`src/rtl/rs_dispatch_scheduler_pkg.sv`:
```
// Shared sizes and types for the reservation-station dispatch scheduler.
// Station groups: ALU stations take the low bits of the ready bus, SHIFT stations the next ones.
package rs_dispatch_scheduler_pkg;

  localparam int NUM_ALU_RS   = 4;
  localparam int NUM_SHIFT_RS = 2;
  localparam int NUM_RS       = NUM_ALU_RS + NUM_SHIFT_RS;
  localparam int ADDR_W       = $clog2(NUM_RS + 1);

  typedef enum logic [0:0] {FG_ALU, FG_SHIFT} functional_group_t;
  typedef enum logic [0:0] {DS_IDLE, DS_OFFER} dispatch_state_t;

  // Index width for a group of n stations; never narrower than one bit.
  function automatic int idx_width(input int n);
    return (n > 1) ? $clog2(n) : 1;
  endfunction

endpackage

```
`src/rtl/rs_dispatch_scheduler_group.sv`:
```
// Round-robin arbiter plus the per-group IDLE/OFFER dispatch FSM.
// One rs_dispatch_group instance (with its own rr_arbiter) serves one functional group.
module rr_arbiter
  import rs_dispatch_scheduler_pkg::*;
#(
  parameter int N  = 4,
  parameter int IW = idx_width(N)
) (
  input  logic [N-1:0]  req_i,
  input  logic [IW-1:0] ptr_i,
  output logic [IW-1:0] idx_o,
  output logic          valid_o
);

  logic [IW-1:0] w_pos;

  // First set request at or after ptr_i, searching upward with wrap.
  always_comb begin
    idx_o   = '0;
    valid_o = 1'b0;
    w_pos   = '0;
    for (int k = 0; k < N; k++) begin
      w_pos = IW'((int'(ptr_i) + k) % N);
      if (!valid_o && req_i[w_pos]) begin
        valid_o = 1'b1;
        idx_o   = w_pos;
      end
    end
  end

endmodule

module rs_dispatch_group
  import rs_dispatch_scheduler_pkg::*;
#(
  parameter int N    = 4,
  parameter int BASE = 0,
  parameter int IW   = idx_width(N)
) (
  input  logic              clk_i,
  input  logic              rst_i,
  input  logic              flush_i,
  input  logic [N-1:0]      ready_i,
  input  logic              fu_ready_i,
  output logic              valid_o,
  output logic [ADDR_W-1:0] addr_o,
  output logic [N-1:0]      ack_o
);

  dispatch_state_t r_state, w_state_next;
  logic [IW-1:0]   r_idx, w_idx_next;
  logic [IW-1:0]   r_ptr, w_ptr_next;
  logic [IW-1:0]   w_idx_wrap;
  logic [N-1:0]    w_onehot;
  logic [N-1:0]    w_arb_req;
  logic [IW-1:0]   w_arb_ptr;
  logic [IW-1:0]   w_arb_idx;
  logic            w_arb_valid;

  assign w_idx_wrap = (r_idx == IW'(N - 1)) ? '0 : r_idx + 1'b1;

  always_comb begin
    w_onehot        = '0;
    w_onehot[r_idx] = 1'b1;
  end

  // While offering, the arbiter looks ahead for the successor so a handshake
  // can reload the offer without a bubble.
  assign w_arb_req = (r_state == DS_OFFER) ? (ready_i & ~w_onehot) : ready_i;
  assign w_arb_ptr = (r_state == DS_OFFER) ? w_idx_wrap : r_ptr;

  rr_arbiter #(.N(N), .IW(IW)) u_arb (
    .req_i   (w_arb_req),
    .ptr_i   (w_arb_ptr),
    .idx_o   (w_arb_idx),
    .valid_o (w_arb_valid)
  );

  always_comb begin
    w_state_next = r_state;
    w_idx_next   = r_idx;
    w_ptr_next   = r_ptr;
    ack_o        = '0;
    case (r_state)
      DS_IDLE: begin
        if (!flush_i && w_arb_valid) begin
          w_state_next = DS_OFFER;
          w_idx_next   = w_arb_idx;
        end
      end
      DS_OFFER: begin
        if (flush_i) begin
          w_state_next = DS_IDLE;
        end else if (fu_ready_i) begin
          ack_o      = rst_i ? '0 : w_onehot;
          w_ptr_next = w_idx_wrap;
          if (w_arb_valid) w_idx_next = w_arb_idx;
          else             w_state_next = DS_IDLE;
        end else if (!ready_i[r_idx]) begin
          w_state_next = DS_IDLE;
        end
      end
      default: w_state_next = DS_IDLE;
    endcase
  end

  always_ff @(posedge clk_i) begin
    if (rst_i) begin
      r_state <= DS_IDLE;
      r_idx   <= '0;
      r_ptr   <= '0;
    end else begin
      r_state <= w_state_next;
      r_idx   <= w_idx_next;
      r_ptr   <= w_ptr_next;
    end
  end

  assign valid_o = (r_state == DS_OFFER);
  assign addr_o  = valid_o ? ADDR_W'(BASE + int'(r_idx) + 1) : '0;

endmodule

```
`src/rtl/rs_dispatch_scheduler.sv`:
```
// Offers one ready reservation station per functional unit each cycle, round-robin within a group.
// Addresses are 1-based across the whole station array; 0 means no offer.
module rs_dispatch_scheduler
  import rs_dispatch_scheduler_pkg::*;
(
  input  logic              clk_i,
  input  logic              rst_i,
  input  logic [NUM_RS-1:0] ready_bus_i,
  input  logic              flush_i,
  input  logic              alu_fu_ready_i,
  input  logic              shift_fu_ready_i,
  output logic              alu_valid_o,
  output logic [ADDR_W-1:0] alu_addr_o,
  output logic              shift_valid_o,
  output logic [ADDR_W-1:0] shift_addr_o,
  output logic [NUM_RS-1:0] dispatch_ack_o
);

  rs_dispatch_group #(.N(NUM_ALU_RS), .BASE(0)) u_alu (
    .clk_i      (clk_i),
    .rst_i      (rst_i),
    .flush_i    (flush_i),
    .ready_i    (ready_bus_i[NUM_ALU_RS-1:0]),
    .fu_ready_i (alu_fu_ready_i),
    .valid_o    (alu_valid_o),
    .addr_o     (alu_addr_o),
    .ack_o      (dispatch_ack_o[NUM_ALU_RS-1:0])
  );

  rs_dispatch_group #(.N(NUM_SHIFT_RS), .BASE(NUM_ALU_RS)) u_shift (
    .clk_i      (clk_i),
    .rst_i      (rst_i),
    .flush_i    (flush_i),
    .ready_i    (ready_bus_i[NUM_RS-1:NUM_ALU_RS]),
    .fu_ready_i (shift_fu_ready_i),
    .valid_o    (shift_valid_o),
    .addr_o     (shift_addr_o),
    .ack_o      (dispatch_ack_o[NUM_RS-1:NUM_ALU_RS])
  );

endmodule

```
`config.mk`:
```
export PLATFORM = sky130hd
export DESIGN_NAME = rs_dispatch_scheduler
export DESIGN_NICKNAME = d
export VERILOG_FILES = /design/src/rtl/rs_dispatch_scheduler_pkg.sv /design/src/rtl/rs_dispatch_scheduler_group.sv /design/src/rtl/rs_dispatch_scheduler.sv
export SDC_FILE = /design/constraint.sdc
export NUM_CORES = 1
export LEC_CHECK = 0
export ABC_CLOCK_PERIOD_IN_PS = 2000
export BUFFER_PORTS_ARGS = -buffer_cell sky130_fd_sc_hd__buf_4
export CORE_ASPECT_RATIO = 1.25
export CORE_UTILIZATION = 25
export CTS_CLUSTER_SIZE = 12
export DETAILED_ROUTE_END_ITERATION = 8
export PLACE_DENSITY = 0.42
export SLEW_MARGIN = 20
export SYNTH_ARGS = -nofsm -noshare
export SYNTH_HDL_FRONTEND = slang
export SYNTH_SLANG_ARGS = --single-unit
```
`constraint.sdc`:
```
create_clock -name clk_i -period 2 [get_ports clk_i]
set_input_delay 0.2 -clock clk_i [delete_from_list [all_inputs] [get_ports clk_i]]
set_output_delay 0.2 -clock clk_i [all_outputs]
set_load 0.02 [all_outputs]
```
==> results of run 1 <==
-- path summary, 6_finish.rpt --
| check | start | to | slack (ps) | depth (start not counted) |
|---|---|---|---|---|
| hold / removal | flush_i | u_alu.valid_o$_SDFF_PP0_ | 190 | 2 |
| hold reg to reg | u_shift.r_ptr$_SDFFE_PP0P_ | u_shift.r_ptr$_SDFFE_PP0P_ | 480 | 2 |
| setup / recovery | u_alu.valid_o$_SDFF_PP0_ | dispatch_ack_o[0] | 280 | 3 |
| setup reg to reg | u_alu.r_idx[0]$_SDFFE_PP0P_ | u_alu.r_idx[0]$_SDFFE_PP0P_ | 280 | 7 |
-- power by group --
part	switching [W]	internal, W	total (W)
sequential	0.0000180	0.000168	0.000186
clock	0.0000526	0.0000685	0.000121
combinational	0.0000784	0.0000784	0.000157
-- cells by family (layout without fill, tap and decap cells) --
| kind of cell | after synthesis | count (layout) |
|---|---|---|
| compound gates | 23 | 23 |
| xor+xnor | 1 | 1 |
| fa+ha+maj | 4 | 4 |
| buf+inv | 10 | 34 |
| flops | 8 | 8 |
| mux | 5 | 5 |
| simple gates | 50 | 50 |
-- flip-flops by register name (all words and copies together), names as in the netlist --
name and flops:
u_shift.r_idx 1, u_alu.r_idx 2, u_shift.valid_o 1, u_alu.valid_o 1
u_alu.r_ptr 2, u_shift.r_ptr 1
-- worst max-delay path: stages, from the launching register on --
cell	delay, ps
dfxtp_1	680
and3_1	310
and2_1	150
buf_4	140
-- cell type report --
type / instances / share of cell area
clock buffers: 3 / 0.0218
inverters: 4 / 0.0145
multi-input cells: 83 / 0.570
flip-flops and latches: 8 / 0.155
well taps: 36 / 0.0435
repair buffers: 27 / 0.196
-- per-stage QoR --
step | util | setup WS [ps] | area [sq um] | std cells
floorplan | - | 249 | 821 | 101
global placement | 0.334 | 318 | 1010 | 158
detailed placement | 0.334 | 279 | 1010 | 158
CTS | 0.342 | 215 | 1030 | 161
global route | 0.342 | 91.0 | 1030 | 161
finish | 0.342 | 275 | 1030 | 161
-- layer usage --
metal | share of wire | global-route usage | vias up
met4 | 0.012 | 0.0691 | 0
met2 | 0.53 | 0.259 | 22
li1 | - | - | 415
met5 | 0 | 0 | -
met1 | 0.42 | 0.161 | 376
met3 | 0.039 | 0.0161 | 2
-- layout by cell type (no fill, tap or decap), types with 2 or more instances in the layout --
cell / netlist / routed
buf_4: 3 / 27
nor2_1: 13 / 13
dfxtp_1: 8 / 8
and2_1: 7 / 7
nand2b_1: 7 / 7
a21oi_1: 6 / 6
nand2_1: 4 / 4
inv_1: 4 / 4
nor3_1: 4 / 4
ha_1: 4 / 4
nor2b_1: 3 / 3
o21ai_0: 3 / 3
mux2i_1: 3 / 3
clkbuf_4: 0 / 3
nand3b_1: 2 / 2
o221a_2: 2 / 2
nor3b_1: 2 / 2
==> metrics, run 1 <==
status completed; Fin. Hold Viols 0; FF/Latch Area 160 sq um; Clock transition at path regs 60 ps; Clk Tree Root Cell clkbuf_4; first-pass GRT wire length 3640 microns; die area 0.00352 sq mm; Area growth syn-to-layout 26.1%; initial core utilization 0.271; syn nets 116; RD Place Congestion 0.803; TritonCTS clock tree built; synth top area cells dfxtp_1, ha_1, nor2_1; Final Slew Violations 0; Iter 0 DRT Violations 25; Synth area leader dfxtp_1; peak supply drop 0.198 mV; Critical Path RT 1800 ps; Leak 0.457 nW; Final ANT Viol Nets 0; initial antenna violation count 0; worst hold slack 192 ps; min Tclk post-route 1720 ps; # setup viols final 0; core outline area 0.00303 sq mm; Clock Sink Count 8; FP Rows 22; register bit total from synthesis 8; count leader, synth nor2_1; Slew @ Worst Pin 570 ps; first-pass iteration count of the detailed router 4; synth cell count leaders nor2_1, dfxtp_1, and2_1, nand2b_1, a21oi_1; via count 815; grt ovf 0; post-CTS setup repair buffer count 0; Mapped Area 821 sq um; Max Cap Violations 0; Pwr Density 448 mW/mm^2; Post-synth ARST share 0; Tcrit/Tclk final 0.862; max_slew headroom 0.619; share of the synthesized area in the top cell type 0.195; CTS Hold Bufs 0; largest net degree at the start of global routing 19; TritonCTS buffer count 3; die width 53.3 microns; syn_area_per_cell 8.13 sq um; yosys warns 0; adder-cell share of the synthesized area 0.0610; largest family of logic cells by synthesized area simple AND/OR/NAND/NOR gates; WP data arrival 1520 ps; I/O pin count 25; sequential area share after synthesis 0.195; worst-skew pair later-pin latency 250 ps; Buffers on Ports 24; Synth Area in Simple Gates 0.343; unrepaired setup endpoints after global routing false; crit-path max FO 18; Clock Path Buffers 2; final WL 2170 microns; Crit Path Class register to output pin; # resized after CTS 0; Peak Freq 580 MHz; fillers 341; Post-Synthesis Cells 101; nature of the critical path endpoint output pin; Min-Delay Path Class primary input to register; layout cells sized above 1 0.320; Startpoint Class register; Die Ht 66.1 microns; Total GRT Usage 0.144; WL per Instance 13.5 microns; mux contribution to synthesized area 0.0823; XOR/XNOR share of the synthesized area 0.0107; H-tree levels 1; vias in the first global route 806; number of synthesized flops with an enable pin 0; DPL Wire Length 1760 microns; Compound-Gate Fraction of Synth Area 0.221; Top FF cell, synth dfxtp_1; Avg Vias per Cell 5.06; NumNets Final 142; synth unique cells 40; Setup TNS 0 ps; Multi-input gate area 589 sq um; diode count 0; total power 0.000464 W; drt drc 0; worst-case clock skew 4.52 ps
(Power assumes the default switching activity.)
==> run 2: changes to the inputs <==
--- a/config.mk
+++ b/config.mk
@@ -11,6 +11,7 @@
 export CORE_UTILIZATION = 25
 export CTS_CLUSTER_SIZE = 12
 export DETAILED_ROUTE_END_ITERATION = 8
+export MAX_ROUTING_LAYER = met4
 export PLACE_DENSITY = 0.42
 export SLEW_MARGIN = 20
 export SYNTH_ARGS = -nofsm -noshare
==> metrics, run 2 (synthesized netlist as in run 1, its figures left out) <==
Tcrit/Tclk final 0.862 (about the same); Critical-path top delay cell dfxtp_1; Max Cap Violations 0 (unchanged); DPL Wire Length 1760 microns (unchanged); crit-path max FO 18 (unchanged); Leak 0.457 nW (unchanged); nature of the critical path endpoint output pin; Setup TNS 0 ps (unchanged); vias in the first global route 806 (unchanged); status completed; # setup viols final 0 (unchanged); Final Worst Setup Slack 275 ps (-0.0860 ps); min Tclk post-route 1720 ps (+0.0860 ps); Startpoint Class register; die area 0.00352 sq mm (unchanged); Fin. Hold Viols 0 (unchanged); grt ovf 0 (unchanged); Clock Sink Count 8 (unchanged); CP Cell Sequence and3_1, and2_1, buf_4; r2r endpoint u_alu.r_idx[0]$_SDFFE_PP0P_; max layer used met4; Iter 0 DRT Violations 22 (-12%); met3 WL 78 microns (-8.2%); Die Ht 66.1 microns (unchanged); WL per Instance 13.5 microns (unchanged); worst slack after detailed placement 279 ps (unchanged); fin cells 161 (unchanged); dpl cells 158 (unchanged); R2R depth 7 (unchanged); CP Launch Point u_alu.valid_o$_SDFF_PP0_; Min-Delay Path Class primary input to register; commonest non-fill, non-tap cells in the layout buf_4, nor2_1, dfxtp_1; Clk Tree Root Cell clkbuf_4; Crit Path Class register to output pin; CTS Hold Bufs 0 (unchanged); Total GRT Usage 0.148 (+0.00369); via count 815 (unchanged); first-pass GRT wire length 3640 microns (unchanged); diode count 0 (unchanged); Area growth syn-to-layout 26.1% (unchanged); core outline area 0.00303 sq mm (unchanged); TritonCTS buffer count 3 (unchanged); TritonCTS clock tree built; final WL 2170 microns (unchanged); Crit path largest cell delay 680 ps (about the same); NumNets Final 142 (unchanged); Worst Path Buf+Inv 1 (unchanged); total power 0.000464 W (about the same); flop-to-flop setup slack 280 ps (about the same); die width 53.3 microns (unchanged); Pwr Density 448 mW/mm^2 (about the same); Final ANT Viol Nets 0 (unchanged); RD Place Congestion 0.814 (+1.4%); WP data arrival 1520 ps (about the same); cell family with most CP delay flip-flops; initial antenna violation count 0 (unchanged); Top Registers u_alu.r_idx x2, u_alu.r_ptr x2; unrepaired setup endpoints after global routing false; Slew @ Worst Pin 570 ps (+0.105 ps); Clock Path Buffers 2 (unchanged); layout cells sized above 1 0.320 (unchanged); Buffers on Ports 24 (unchanged); Final Slew Violations 0 (unchanged); Critical Path RT 1800 ps (about the same); I/O pin count 25 (unchanged); FP Rows 22 (unchanged); # resized after CTS 0 (unchanged); Worst setup endpoint dispatch_ack_o[0]; post-CTS setup repair buffer count 0 (unchanged); most common cell after layout, fill and taps aside buf_4; worst-case clock skew 4.52 ps (unchanged); CP Depth 3 (unchanged); DR WL met2 1140 microns (about the same); Util after Layout 0.342 (unchanged); Clock transition at path regs 60 ps (about the same); drt drc 0 (unchanged); max_slew headroom 0.619 (about the same); Avg Vias per Cell 5.06 (unchanged); initial core utilization 0.271 (unchanged); worst-skew pair later-pin latency 250 ps (about the same); H-tree levels 1 (unchanged); first-pass iteration count of the detailed router 4 (unchanged); worst reg2reg startpoint u_alu.r_idx[0]$_SDFFE_PP0P_; largest net degree at the start of global routing 19 (unchanged); Post-Route M1 WL 914 microns (+0.44%); peak supply drop 0.198 mV (unchanged); Peak Freq 580 MHz (about the same)
[run 2: metrics by stage]
stage,hold slack (ps),area (sq um)
floorplan,384,821
global placement,454,1010
detailed placement,452,1010
CTS,183,1030
global route,201,1030
finish,192,1030
[run 2: layer usage]
| layer | GRT usage | up-vias |
|---|---|---|
| met5 | - | - |
| met4 | 0.0691 | 0 |
| met3 | 0.0138 | 2 |
| met2 | 0.259 | 22 |
| met1 | 0.162 | 376 |
| li1 | - | 415 |
[run 2: worst register-to-register path, delay by kind of cell (launching register included)]
kind / cells / cell delay (ps)
AND/OR/NAND/NOR: 1 / 220
buffers and inverters: 1 / 90
flip-flops: 1 / 410
AO/OA/AOI/OAI: 4 / 530
adder cells (fa/ha/maj): 1 / 360
[run 2: final cells by class]
type | count | area [sq um]
multi-input cells | 83 | 589
inverters | 4 | 15.0
clock buffers | 3 | 22.5
flip-flops and latches | 8 | 160
repair buffers | 27 | 203
well taps | 36 | 45.0
fillers | 341 | 1990
[run 2: how the worst min path moves through the flow]
stage              startpoint                         end  slack, ps  cells past startpoint
6_report              flush_i    u_alu.valid_o$_SDFF_PP0_        190                      2
5_1_grt               flush_i    u_alu.valid_o$_SDFF_PP0_        200                      2
4_1_cts               flush_i    u_alu.valid_o$_SDFF_PP0_        180                      2
3_5_place_dp          flush_i    u_alu.valid_o$_SDFF_PP0_        450                      2
3_3_place_gp          flush_i    u_alu.valid_o$_SDFF_PP0_        450                      2
2_1_floorplan  ready_bus_i[5]  u_shift.r_idx$_SDFFE_PP0P_        380                      2
[run 2: power by group]
part / internal (W) / switching (W)
logic: 0.0000784 / 0.0000784
clock network: 0.0000685 / 0.0000526
registers: 0.000168 / 0.0000180
total: 0.000315 / 0.000149
